`src/rtl/dmem_arbiter.sv`:
```
// Data-memory arbiter: core has priority with zero-latency passthrough, aux requests wait in IDLE/PEND FSM.
// Optional starvation guard enabled by defining DMEM_ARB_STARVE_GUARD_EN.
module dmem_arbiter #(
  parameter int DATA_WIDTH   = 32,
  parameter int ADDR_WIDTH   = 30,
  parameter int STARVE_LIMIT = 8
) (
  input  logic                  clk,
  input  logic                  reset,
  input  logic                  core_rd_en,
  input  logic                  core_wr_en,
  input  logic [ADDR_WIDTH-1:0] core_addr,
  input  logic [DATA_WIDTH-1:0] core_wdata,
  output logic [DATA_WIDTH-1:0] core_rdata,
  output logic                  core_stall,
  input  logic                  aux_req,
  input  logic                  aux_we,
  input  logic [ADDR_WIDTH-1:0] aux_addr,
  input  logic [DATA_WIDTH-1:0] aux_wdata,
  output logic                  aux_ready,
  output logic                  aux_done,
  output logic [DATA_WIDTH-1:0] aux_rdata,
  output logic [ADDR_WIDTH-1:0] mem_addr,
  output logic [DATA_WIDTH-1:0] mem_wdata,
  output logic                  mem_w_en,
  output logic                  mem_read_en,
  input  logic [DATA_WIDTH-1:0] mem_rdata
);
  typedef enum logic {IDLE, PEND} state_e;

  state_e                state_q, state_d;
  logic                  we_q, we_d;
  logic [ADDR_WIDTH-1:0] addr_q, addr_d;
  logic [DATA_WIDTH-1:0] wdata_q, wdata_d;
  logic                  done_q, done_d;
  logic [DATA_WIDTH-1:0] rdata_q, rdata_d;
  logic                  core_access, aux_own, force_aux;

  assign core_access = core_rd_en | core_wr_en;

`ifdef DMEM_ARB_STARVE_GUARD_EN
  localparam int CW = $clog2(STARVE_LIMIT + 1);
  logic [CW-1:0] wait_q, wait_d;

  assign force_aux = (state_q == PEND) & core_access & ~reset & (wait_q == CW'(STARVE_LIMIT));

  always_comb begin
    wait_d = wait_q;
    if (state_q == IDLE) begin
      if (aux_req) wait_d = '0;
    end else if (aux_own) begin
      wait_d = '0;
    end else if (wait_q != CW'(STARVE_LIMIT)) begin
      wait_d = wait_q + CW'(1);
    end
  end

  always_ff @(posedge clk or posedge reset) begin
    if (reset) wait_q <= '0;
    else       wait_q <= wait_d;
  end
`else
  assign force_aux = 1'b0;
`endif

  assign aux_own = (state_q == PEND) & ~reset & (~core_access | force_aux);

  always_comb begin
    state_d = state_q;
    we_d    = we_q;
    addr_d  = addr_q;
    wdata_d = wdata_q;
    done_d  = 1'b0;
    rdata_d = rdata_q;
    case (state_q)
      IDLE: if (aux_req) begin
        we_d    = aux_we;
        addr_d  = aux_addr;
        wdata_d = aux_wdata;
        state_d = PEND;
      end
      PEND: if (aux_own) begin
        done_d  = 1'b1;
        if (!we_q) rdata_d = mem_rdata;
        state_d = IDLE;
      end
      default: state_d = IDLE;
    endcase
  end

  always_ff @(posedge clk or posedge reset) begin
    if (reset) begin
      state_q <= IDLE;
      we_q    <= 1'b0;
      addr_q  <= '0;
      wdata_q <= '0;
      done_q  <= 1'b0;
      rdata_q <= '0;
    end else begin
      state_q <= state_d;
      we_q    <= we_d;
      addr_q  <= addr_d;
      wdata_q <= wdata_d;
      done_q  <= done_d;
      rdata_q <= rdata_d;
    end
  end

  // A stalled core request never reaches memory: the aux op owns the port that cycle.
  assign mem_addr    = aux_own ? addr_q  : core_addr;
  assign mem_wdata   = aux_own ? wdata_q : core_wdata;
  assign mem_w_en    = aux_own ? we_q    : core_wr_en;
  assign mem_read_en = aux_own ? ~we_q   : core_rd_en;

  assign core_rdata = mem_rdata;
  assign core_stall = force_aux;
  assign aux_ready  = (state_q == IDLE) & ~reset;
  assign aux_done   = done_q;
  assign aux_rdata  = rdata_q;
endmodule

```
`config.mk`:
```
export PLATFORM = sky130hd
export DESIGN_NAME = dmem_arbiter
export DESIGN_NICKNAME = d
export VERILOG_FILES = /design/src/rtl/dmem_arbiter.sv
export SDC_FILE = /design/constraint.sdc
export NUM_CORES = 1
export LEC_CHECK = 0
export BUFFER_PORTS_ARGS = -buffer_cell sky130_fd_sc_hd__buf_2
export CORE_AREA = 3 3 112 114
export DETAILED_ROUTE_END_ITERATION = 16
export DIE_AREA = 0 0 115 117
export HOLD_SLACK_MARGIN = 0.08
export PLACE_DENSITY = 0.73
export REMOVE_ABC_BUFFERS = 1
export SLEW_MARGIN = 30
export SYNTH_ARGS = -nofsm -noshare
export SYNTH_HDL_FRONTEND = slang
export SYNTH_SLANG_ARGS = --single-unit
```
`constraint.sdc`:
```
create_clock -name clk -period 4.1 [get_ports clk]
set_clock_uncertainty 0.05 [all_clocks]
set_input_delay 0.82 -clock clk [delete_from_list [all_inputs] [get_ports clk]]
set_output_delay 0.82 -clock clk [all_outputs]
set_load 0.02 [all_outputs]
```
; ---- Yosys cells after proc, flatten, opt, wreduce, memory -nomap -nowiden
; Index checks and enable logic that the tools add are counted.
; W data, S select, Z words.
[totals]
input_bits = 162
out_inout_bits = 131
wordCells = 25
regBits = 97
[classes]
reduce_logical = 2
muxes = 9
n_bitwise = 8
[ops]
columns = op, count
row1 = $mux W32, 1
row2 = $mux W30, 1
row3 = $mux W1, 6
row4 = $not A1 Y1, 4
row5 = $and A1 B1 Y1, 3
row6 = $reduce_and A3 Y1, 1
row7 = $pmux W1 S2, 1
row8 = $reduce_and A2 Y1, 1
row9 = $or A1 B1 Y1, 1

; ---- Logic depth before layout (Yosys ltp)
[depth]
ltp_word = 5
depth_mapped = 5
depth_no_buf = 3

; ---- Worst setup path before layout
; OpenSTA, ideal clock, no wires.
[synth_path]
path_kind = input to output
startpoint = input reset
endpoint = output mem_addr[10]
t_required_ps = 3230
setup_slack_ps = 1348
arrival_ps = 1882
cell_stages = 4
path_buffers = 2
path_cell_list = nor4b_2 > buf_4 > buf_6 > mux2_2
[synth_via]
elab_chain_len = 4
[synth_rtl]
columns = element, line_no
row1 = from (decl), 9  ; input logic reset,
row2 = $not A1 Y1, 66  ; assign aux_own = (state_q == PEND) & ~reset & (~core_access | force_aux);
row3 = $and A1 B1 Y1 (2 in series), 66
row4 = $mux W30, 110  ; assign mem_addr = aux_own ? addr_q : core_addr;
row5 = to (decl), 23  ; output logic [ADDR_WIDTH-1:0] mem_addr,
; Every way passes these cells.

; ---- Final worst setup path
[layout_path]
startpoint = input reset
endpoint = output mem_wdata[4]
[layout_via]
elab_chain_len = 4
[layout_rtl]
columns = element, line_no
row1 = $not A1 Y1, 66
row2 = $and A1 B1 Y1 (2 in series), 66
row3 = $mux W32, 111  ; assign mem_wdata = aux_own ? wdata_q : core_wdata;
row4 = to (decl), 24  ; output logic [DATA_WIDTH-1:0] mem_wdata,
; Every way passes these cells.

==> impl_metrics.csv <==
group,metric,value,unit
global_route,grt_pass1_wl,18200,um
timing,setup_ws,0.893,ns
clock_network,clkLatencyLatePin,0.34,ns
routing,drt_first_iter_violations,77,
floorplanning,core-area,11500,um2
synth,synth_top_area_cell,"dfrtp_1",
clock_network,post_cts_resized,0,
pwr,power_density,524,nW/um2
placement,io_buffer_count,291,
layout,syn2layout_area_growth,35.0,%
synth,synth_cells,315,
clock_network,holdBufCountCts,0,
clock_network,post_cts_buffers,0,
outcome,status,"finished clean",
floorplanning,initial_utilization,40.4,%
placement,dp_hpwl,9520,um
routing,routed_via_density,4.76,
critical_path,r2r-start,"state_q$_DFF_PP0_",
timing,setup_viol,0,
floorplanning,rows,39,
timing,fin_crit_sh,78.2,%
clock_network,clk_pin_slew,0.07,ns
synth,synth_area_per_cell,14.8,um2
global_route,antenna_found_initial,0,
critical_path,critical_path_class,"input pin to primary output",
timing,max_freq,312,MHz
timing,worst_slew_margin_rel,44.7,%
hold_path,hold_path.class,"register to register",
flow_run,max_cap_viol_count,0,
floorplanning,dieHeight,117,um
layout,layout-drive-gt1-share,77.3,%
routing,antenna_left,0,
timing,rsz0062_at_grt,"false",
timing,min_period,3.21,ns
floorplanning,die_area,13500,um2
clock_network,tritoncts.num_buffers,9,
synth,syn_area,4650,um2
critical_path,crit_fanout,41,
critical_path,startpoint,"reset",
critical_path,start_kind,"input pin",
synth,synth_top_area_share,52.2,%
pwr,power.leakage,0.00312,uW
routing,finalWirelength,12200,um
synth,ys_ff_latch,97,
timing,max_slew.worst_pin.slew,0.830,ns
clock_network,clock_sinks,97,
critical_path,arrival,2.34,ns
timing,maxSlewViolCount,0,
global_route,grt_pass1_vias,3532,
floorplanning,io_pins,293,
global_route,grt_max_degree,94,
clock_network,cts_tree,"yes",
clock_network,ctsLongestPathBuffers,2,
clock_network,h-tree-depth,3,
synth,yosysWarningCount,0,
clock_network,cts_root_buf,"clkbuf_16",
timing,hold_viol,0,
placement,dp_slack,0.892,ns
synth,synth.area.top_cells,"dfrtp_1, mux2_2, mux2_1",
pwr,ir_drop,0.000377,V
synth,ys_types,13,
layout,diodes,0,
floorplanning,die_w,115,um
critical_path,r2r_slack,1.85,ns
routing,wl_per_cell,16.9,um
synth,ys_seq_area_share,52.2,%
layout,nNetsFinal,733,
global_route,grtUsageTotal,17.6,%
hold_path,min_from,"aux_rdata[3]$_DFFE_PP0P_",
critical_path,cp_data_required_time,3.23,ns
routing,dr.pass1.iters,4,
global_route,grt.overflow.total,0,
routing,via_count,3426,
placement,gp_congestion,0.764,
critical_path,end_kind,"primary output",
routing,drc,0,
layout,fin_util,54.5,%
[area by class of cell]
type	count	area, um2
Tap cell	143	179
Multi-Input combinational cell	166	1840
Inverter	1	8.76
Clock buffer	11	253
Clock inverter	5	60.1
Fill cell	990	5240
Sequential cell	97	2430
Timing Repair Buffer	296	1510
[synthesized netlist by cell type]
library cell / count
mux2_2: 128
dfrtp_1: 97
buf_4: 35
mux2_1: 29
buf_2: 8
buf_6: 8
nor2_1: 3
nor2b_1: 2
a21o_1: 1
conb_1: 1
inv_1: 1
nor4b_2: 1
or2_2: 1
[metrics by stage]
stage | area [um2] | hold WS [ns] | setup TNS (ns) | cells | power, uW
finish | 6280 | 0.435 | 0 | 719 | 3290
global route | 6280 | 0.453 | 0 | 719 | 3470
CTS | 6280 | 0.438 | 0 | 719 | 3350
detailed placement | 5960 | 0.419 | 0 | 703 | 2450
global placement | 5960 | 0.412 | 0 | 703 | 2410
floorplan | 4260 | 0.425 | -216.11 | 264 | 2020
[sequential cells by signal, indices dropped and copies added, names as in the netlist]
| register | flops |
|---|---|
| state_q | 1 |
| wdata_q | 32 |
| addr_q | 30 |
| we_q | 1 |
| aux_done | 1 |
| aux_rdata | 32 |
[layer usage]
layer | wire (um) | vias to the layer above | global-route usage, % | share of wire, %
met5 | 0 | - | 0 | 0
met4 | 265 | 0 | 8.14 | 2.2
met3 | 893 | 19 | 4.68 | 7.3
met2 | 6360 | 145 | 31.2 | 52
met1 | 4650 | 1672 | 20.0 | 38
li1 | - | 1590 | - | -
[final timing paths]
check / endpoint / cells past startpoint
worst max-delay path: mem_wdata[4] / 5
worst max register to register: aux_rdata[27]$_DFFE_PP0P_ / 5
min in group asynchronous: addr_q[20]$_DFFE_PP0P_ / 2
worst min register to register: aux_rdata[3]$_DFFE_PP0P_ / 1
max in group asynchronous: aux_rdata[17]$_DFFE_PP0P_ / 3
worst min-delay path: aux_rdata[3]$_DFFE_PP0P_ / 1
[kinds of logic after synthesis]
family                 after synthesis  share of synthesized area, %
other                                1                        0.0807
and+or+nand+nor                      7                         0.969
AOI/OAI and AO/OA                    1                         0.162
muxes                              157                          38.0
buffers and inverters               52                          8.53
DFF                                 97                          52.2
[placed cells by master (no fill, tap or decap)]
| cell type | netlist | final |
|---|---|---|
| a21o_1 | 1 | 1 |
| buf_12 | 0 | 1 |
| buf_2 | 8 | 291 |
| buf_4 | 35 | 4 |
| bufinv_16 | 0 | 1 |
| clkbuf_16 | 0 | 9 |
| clkbuf_8 | 0 | 2 |
| clkinv_2 | 0 | 1 |
| clkinvlp_4 | 0 | 1 |
| conb_1 | 1 | 1 |
| dfrtp_1 | 97 | 97 |
| inv_6 | 0 | 3 |
| mux2_1 | 29 | 29 |
| mux2_2 | 128 | 128 |
| nor2_1 | 3 | 3 |
| nor2b_2 | 0 | 1 |
| nor2b_4 | 0 | 1 |
| nor4b_4 | 0 | 1 |
| or2_2 | 1 | 1 |
[power breakdown]
part           switching [uW]  total [uW]  internal (uW)
logic                     528         988            461
registers                 160        1430           1270
clock network             361         871            509
[critical path: stages]
cell	delay [ns]
buf_2	0.15
nor4b_4	0.30
buf_4	0.49
mux2_2	0.42
buf_2	0.16
(Power assumes the default switching activity.)
